--- src/rtl/frame_buf_reader_pkg.sv ---
// Shared display definitions: frame buffer geometry, address/pixel widths and
// the RGB 8:8:8 pixel format used by the frame buffer readers and writers.
package frame_buf_reader_pkg;

    localparam int unsigned FB_WIDTH   = 320;
    localparam int unsigned FB_HEIGHT  = 240;
    localparam int unsigned NUM_PIXELS = FB_WIDTH * FB_HEIGHT;
    localparam int unsigned ADDR_W     = $clog2(NUM_PIXELS);

    typedef struct packed {
        logic [7:0] r;
        logic [7:0] g;
        logic [7:0] b;
    } pixel_t;

    localparam int unsigned DATA_W = $bits(pixel_t);

endpackage

--- src/rtl/frame_buf_reader_if.sv ---
// Frame buffer read port plus display pixel FIFO write port, as seen by the
// scan-out reader (master) and by the memory/FIFO side (slave).
interface frame_buf_reader_if #(
    parameter int unsigned ADDR_W = frame_buf_reader_pkg::ADDR_W,
    parameter int unsigned DATA_W = frame_buf_reader_pkg::DATA_W
) ();

    logic              frame_buf_re;
    logic [ADDR_W-1:0] frame_buf_addr;
    logic [DATA_W-1:0] frame_buf_rdata;
    logic              fifo_full;
    logic              fifo_we;
    logic [DATA_W-1:0] fifo_data;
    logic              fifo_sof;

    modport master (
        output frame_buf_re,
        output frame_buf_addr,
        input  frame_buf_rdata,
        input  fifo_full,
        output fifo_we,
        output fifo_data,
        output fifo_sof
    );

    modport slave (
        input  frame_buf_re,
        input  frame_buf_addr,
        output frame_buf_rdata,
        output fifo_full,
        input  fifo_we,
        input  fifo_data,
        input  fifo_sof
    );

endinterface

--- src/rtl/frame_buf_reader_skid.sv ---
// pixel_skid_buf: one-entry hold register catching read data that returns
// while the pixel FIFO is full, plus the FIFO write strobe/data mux.
module pixel_skid_buf #(
    parameter int unsigned DATA_W = frame_buf_reader_pkg::DATA_W
) (
    input  logic              clk,
    input  logic              rst,
    input  logic              rd_valid,
    input  logic [DATA_W-1:0] rd_data,
    input  logic              fifo_full,
    output logic              hold_valid,
    output logic              wr_en_c,
    output logic [DATA_W-1:0] wr_data_c
);

    logic              hold_valid_q, hold_valid_d;
    logic [DATA_W-1:0] hold_data_q,  hold_data_d;

    always_ff @(posedge clk or negedge rst) begin
        if (!rst) begin
            hold_valid_q <= 1'b0;
            hold_data_q  <= '0;
        end else begin
            hold_valid_q <= hold_valid_d;
            hold_data_q  <= hold_data_d;
        end
    end

    // Capture on a blocked return; release as soon as the FIFO has room.
    always_comb begin
        hold_valid_d = hold_valid_q;
        hold_data_d  = hold_data_q;
        wr_en_c      = (rd_valid || hold_valid_q) && !fifo_full;
        wr_data_c    = '0;
        if (rd_valid && fifo_full) begin
            hold_valid_d = 1'b1;
            hold_data_d  = rd_data;
        end else if (hold_valid_q && !fifo_full) begin
            hold_valid_d = 1'b0;
        end
        if (wr_en_c) begin
            wr_data_c = hold_valid_q ? hold_data_q : rd_data;
        end
    end

    assign hold_valid = hold_valid_q;

endmodule

--- src/rtl/frame_buf_reader.sv ---
// Frame buffer scan-out reader: on start, reads every pixel address in order
// and pushes the pixels into the display FIFO, honouring fifo_full.
module frame_buf_reader #(
    parameter int unsigned NUM_PIXELS = frame_buf_reader_pkg::NUM_PIXELS,
    parameter int unsigned ADDR_W     = frame_buf_reader_pkg::ADDR_W,
    parameter int unsigned DATA_W     = frame_buf_reader_pkg::DATA_W
) (
    input  logic                clk,
    input  logic                rst,
    input  logic                start,
    output logic                done,
    frame_buf_reader_if.master  bus
);

    import frame_buf_reader_pkg::*;

    typedef enum logic [1:0] {
        ST_IDLE  = 2'd0,
        ST_FETCH = 2'd1,
        ST_DRAIN = 2'd2
    } state_e;

    localparam logic [ADDR_W-1:0] LAST_ADDR = ADDR_W'(NUM_PIXELS - 1);

    state_e            state_q,      state_d;
    logic [ADDR_W-1:0] rd_addr_q,    rd_addr_d;
    logic              rd_pending_q, rd_pending_d;
    logic              first_q,      first_d;

    logic              issue_c;
    logic              hold_valid;
    logic              wr_en_c;
    logic [DATA_W-1:0] wr_data_c;

    always_ff @(posedge clk or negedge rst) begin
        if (!rst) begin
            state_q      <= ST_IDLE;
            rd_addr_q    <= '0;
            rd_pending_q <= 1'b0;
            first_q      <= 1'b0;
        end else begin
            state_q      <= state_d;
            rd_addr_q    <= rd_addr_d;
            rd_pending_q <= rd_pending_d;
            first_q      <= first_d;
        end
    end

    // Next state, read issue and address counter; at most one read in flight.
    always_comb begin
        state_d      = state_q;
        rd_addr_d    = rd_addr_q;
        rd_pending_d = 1'b0;
        first_d      = first_q;
        issue_c      = 1'b0;
        unique case (state_q)
            ST_IDLE: begin
                if (start) begin
                    state_d   = ST_FETCH;
                    rd_addr_d = '0;
                    first_d   = 1'b1;
                end
            end
            ST_FETCH: begin
                if (!bus.fifo_full && !hold_valid) begin
                    issue_c      = 1'b1;
                    rd_pending_d = 1'b1;
                    if (rd_addr_q == LAST_ADDR) begin
                        state_d = ST_DRAIN;
                    end else begin
                        rd_addr_d = rd_addr_q + ADDR_W'(1);
                    end
                end
            end
            ST_DRAIN: begin
                // Only the final pixel can still be outstanding here.
                if (wr_en_c) begin
                    state_d = ST_IDLE;
                end
            end
            default: state_d = ST_IDLE;
        endcase
        if (wr_en_c) begin
            first_d = 1'b0;
        end
    end

    pixel_skid_buf #(
        .DATA_W (DATA_W)
    ) u_skid (
        .clk        (clk),
        .rst        (rst),
        .rd_valid   (rd_pending_q),
        .rd_data    (bus.frame_buf_rdata),
        .fifo_full  (bus.fifo_full),
        .hold_valid (hold_valid),
        .wr_en_c    (wr_en_c),
        .wr_data_c  (wr_data_c)
    );

    assign done               = (state_q == ST_IDLE);
    assign bus.frame_buf_re   = issue_c;
    assign bus.frame_buf_addr = rd_addr_q;
    assign bus.fifo_we        = wr_en_c;
    assign bus.fifo_data      = wr_data_c;
    assign bus.fifo_sof       = wr_en_c & first_q;

endmodule

--- src/flat_wrapper.sv ---
// flat-port wrapper written by rule: the top's interface ports become plain ports
module frame_buf_reader_flat import frame_buf_reader_pkg::*;
#(
    parameter int unsigned NUM_PIXELS = frame_buf_reader_pkg::NUM_PIXELS,
    parameter int unsigned ADDR_W     = frame_buf_reader_pkg::ADDR_W,
    parameter int unsigned DATA_W     = frame_buf_reader_pkg::DATA_W
)
  (clk, rst, start, done, bus_frame_buf_re, bus_frame_buf_addr, bus_frame_buf_rdata, bus_fifo_full, bus_fifo_we, bus_fifo_data, bus_fifo_sof);
  frame_buf_reader_if #(.ADDR_W(ADDR_W), .DATA_W(DATA_W)) bus_i ();
  input  logic clk;
  input  logic rst;
  input  logic start;
  output logic done;
  output wire logic [$bits(bus_i.frame_buf_re)-1:0] bus_frame_buf_re;
  output wire logic [$bits(bus_i.frame_buf_addr)-1:0] bus_frame_buf_addr;
  input wire logic [$bits(bus_i.frame_buf_rdata)-1:0] bus_frame_buf_rdata;
  input wire logic [$bits(bus_i.fifo_full)-1:0] bus_fifo_full;
  output wire logic [$bits(bus_i.fifo_we)-1:0] bus_fifo_we;
  output wire logic [$bits(bus_i.fifo_data)-1:0] bus_fifo_data;
  output wire logic [$bits(bus_i.fifo_sof)-1:0] bus_fifo_sof;
  assign bus_frame_buf_re = bus_i.frame_buf_re;
  assign bus_frame_buf_addr = bus_i.frame_buf_addr;
  assign bus_i.frame_buf_rdata = bus_frame_buf_rdata;
  assign bus_i.fifo_full = bus_fifo_full;
  assign bus_fifo_we = bus_i.fifo_we;
  assign bus_fifo_data = bus_i.fifo_data;
  assign bus_fifo_sof = bus_i.fifo_sof;
  frame_buf_reader #(.NUM_PIXELS(NUM_PIXELS), .ADDR_W(ADDR_W), .DATA_W(DATA_W)) u_core (.clk(clk), .rst(rst), .start(start), .done(done), .bus(bus_i));
endmodule
--- config.mk ---
export PLATFORM = sky130hd
export DESIGN_NAME = frame_buf_reader_flat
export DESIGN_NICKNAME = d
export VERILOG_FILES = /design/src/rtl/frame_buf_reader_pkg.sv /design/src/rtl/frame_buf_reader_if.sv /design/src/rtl/frame_buf_reader_skid.sv /design/src/rtl/frame_buf_reader.sv /design/src/flat_wrapper.sv
export SDC_FILE = /design/constraint.sdc
export NUM_CORES = 1
export LEC_CHECK = 0
export ABC_AREA = 1
export BUFFER_PORTS_ARGS = -buffer_cell sky130_fd_sc_hd__buf_2
export CAP_MARGIN = 20
export CORE_UTILIZATION = 45
export CTS_CLUSTER_SIZE = 16
export DETAILED_ROUTE_END_ITERATION = 7
export PLACE_DENSITY = 0.7
export SYNTH_ARGS = -nofsm -noshare
export SYNTH_HDL_FRONTEND = slang
export SYNTH_SLANG_ARGS = --single-unit
--- constraint.sdc ---
create_clock -name clk -period 3.42 [get_ports clk]
set_input_delay 0.171 -clock clk [delete_from_list [all_inputs] [get_ports clk]]
set_output_delay 0.171 -clock clk [all_outputs]
set_load 0.1 [all_outputs]
==> flow_summary.ini <==
[run_status]
outcome = complete, no violations

[global_route]
grt_pass1_vias = 2317
grt_pass1_wl_um = 10010
antenna_found_initial = 0
grt_max_degree = 50
gr-total-overflow = 0
track_usage_pct = 19.67

[worst_setup_path]
rr_startpoint = u_core.bus.frame_buf_addr[0]
crit_path_start = u_core.u_skid.hold_valid
crit_fanout = 49
crit_chain = buf_4 -> inv_1 -> a21oi_2 -> buf_4 -> nand2_1 -> inv_1 -> buf_2
required_ps = 3250
crit_path_start_kind = flip-flop
crit_arrival_ps = 2210
r2r_slack_ps = 1550
crit_type = flip-flop to output port
max_stage_delay_ps = 410
end_kind = output port
crit_slowest_cell = buf_2

[clock_tree]
htreeDepth = 2
cts_resized = 0
cts_root_buffer = clkbuf_8
cts_buffer_depth = 2
path_clk_slew_ps = 80
cts_sinks = 46
cts_tree = built
clk_latency_ps = 290
numCtsBuffers = 5

[sta]
skew_ps = 5.745
finalHoldViolations = 0
slew_viol_final = 0
worstMarginPinSlew_ps = 994.1
rsz0062_at_grt = no
postLayoutSetupSlackWorst_ps = 1043
setup_viol = 0
finalSetupTns_ps = 0
holdWs_ps = 144.0
fin_crit_ps = 2377
relSlewSlack_pct = 33.57
finalCritPeriodShare_pct = 69.50
max_freq_mhz = 420.7

[yosys]
netlist_area_um2 = 2814
synthArstFlopShare_pct = 100.0
yosys.area.top_type_share_pct = 40.91
synth-edff-count = 0
synthTopCellsByCount = 133 x nand2_1, 77 x inv_1, 53 x o21ai_0
synth-seq-area-share_pct = 40.91
syn_nets = 444
ys_ff_latch = 46
synth.distinct_cells = 26
syn_area_per_cell_um2 = 6.781
synth_top_area_cell = dfrtp_1
synthCells = 415
yosys_most_used_dff = dfrtp_1
synth_area_leaders = dfrtp_1 41%, nand2_1 18%, inv_1 10%
synth_most_common_cell = nand2_1
yosys_warnings = 0

[route]
wl_met2_um = 2726
ant_nets = 0
wl_um = 6000
top_layer_used = met4
wl_per_cell_um = 10.75
met1_length_um = 2934
drtPass1Iterations = 4
drc = 0
drt_iter0_drc = 103
drt-vias-per-instance = 4.774
route.vias.total = 2664
met3_length_um = 296

[layout]
layout.nets = 512
drive_gt1_share_pct = 21.74
fin_area_um2 = 3312
fin_util_pct = 55.28
syn_to_final_growth_pct = 17.70
num_antenna_cells = 0

[place]
post-dp-hpwl_um = 4452
numPortBuffers = 72
pre_cts_ws_ps = 1359
place_congestion = 0.9049
placed_cell_area_um2 = 3202

[pwr]
seqPwrFrac_pct = 36.9
pwr-share-clk_pct = 14.5
p_int_uw = 1057
peakVddDrop_uv = 716.4
comb_power_share_pct = 48.6
switching_power_uw = 1115
powerDensity_nw_per_um2 = 655.9
swShare_pct = 51.33
cellLeakagePower_uw = 0.001908

[floorplan]
die_area_um2 = 6573
start_util_pct = 46.97
fp.dieW_um = 81.08
die_h_um = 81.08
coreArea_um2 = 5991
num_rows = 28
io_pins = 73

[job]
drv_cap = 0

[hold_path]
min_path_type = primary input to flip-flop
worstHoldStart = bus_frame_buf_rdata[13]
==> per-layer routing <==
layer  up-vias  track usage, %
met5         -               0
met4         0           5.714
met3         4           3.708
met2        67           30.84
met1      1180           27.58
li1       1413               -
==> registers in the layout, indices dropped and copies added, names as in the netlist <==
register                   flops
u_core.bus.frame_buf_addr     17
u_core.first_q                 1
u_core.rd_pending_q            1
u_core.state_q                 2
u_core.u_skid.hold_data_q     24
u_core.u_skid.hold_valid       1
==> area by class of cell <==
cell class	count	area, um2
tap	75	93.84
clock inverter	1	7.507
multi-input combinational	274	1274
inverter	78	292.8
sequential	46	1151
fill	603	2679
clock buffer	6	72.57
timing repair buffer	78	420.4
==> kinds of logic (layout without fill, tap and decap cells) <==
logic type	count (synthesis)	after routing	share of synthesized area, %
and+or+nand+nor	198	198	29.21
buffers and inverters	95	163	13.83
AOI/OAI and AO/OA	73	73	14.98
DFF	46	46	40.91
xor gates and xnor gates	2	2	0.6226
adders and majority gates	1	1	0.4446
==> worst max-delay path: cells and delay by family (launching register included) <==
family                 cells  cell delay [ps]
AO/OA/AOI/OAI              1              220
flip-flops                 1              330
buffers and inverters      5             1250
AND/OR/NAND/NOR            1               90
==> path summary, 6_finish.rpt <==
check | endpoint | depth (start not counted)
max in group asynchronous | u_core.u_skid.hold_data_q[9] | 3
min in group asynchronous | u_core.bus.frame_buf_addr[13] | 2
worst max-delay path | bus_fifo_data[6] | 7
worst max register to register | u_core.bus.frame_buf_addr[7] | 9
worst min-delay path | u_core.u_skid.hold_data_q[13] | 3
worst min register to register | u_core.u_skid.hold_data_q[6] | 2
==> metrics by stage <==
| step | total power, uW | cells |
|---|---|---|
| finish | 2172 | 558 |
| global route | 2334 | 558 |
| CTS | 2193 | 556 |
| detailed placement | 1873 | 549 |
| global placement | 1852 | 549 |
| floorplan | 1720 | 415 |
==> cell usage in the layout (no fill, tap or decap), types with 3 or more instances in the layout <==
cell type  netlist  layout
nand2_1        133     133
buf_4            1       4
nor2_1          24      24
o21ai_2         14      14
o21ai_0         53      53
dfrtp_1         46      46
nand4_1          6       6
nand3_1         26      26
inv_1           77      77
clkbuf_8         0       5
a21oi_1          3       3
buf_2            5      72
==> timing repair <==
item | 4_1_cts | 5_1_grt
hold buffers | 0 | 1
setup buffers | 0 | 0
hold endpoints to repair | 0 | 7
==> power groups by stage <==
stage               logic, uW  registers (uW)  clock network (uW)
global placement         1050             805                   0
floorplan                 861             859                   0
global route             1160             822                 352
CTS                      1060             801                 329
finish                   1050             802                 316
detailed placement       1060             812                   0
Power figures use the tool's default switching activity.
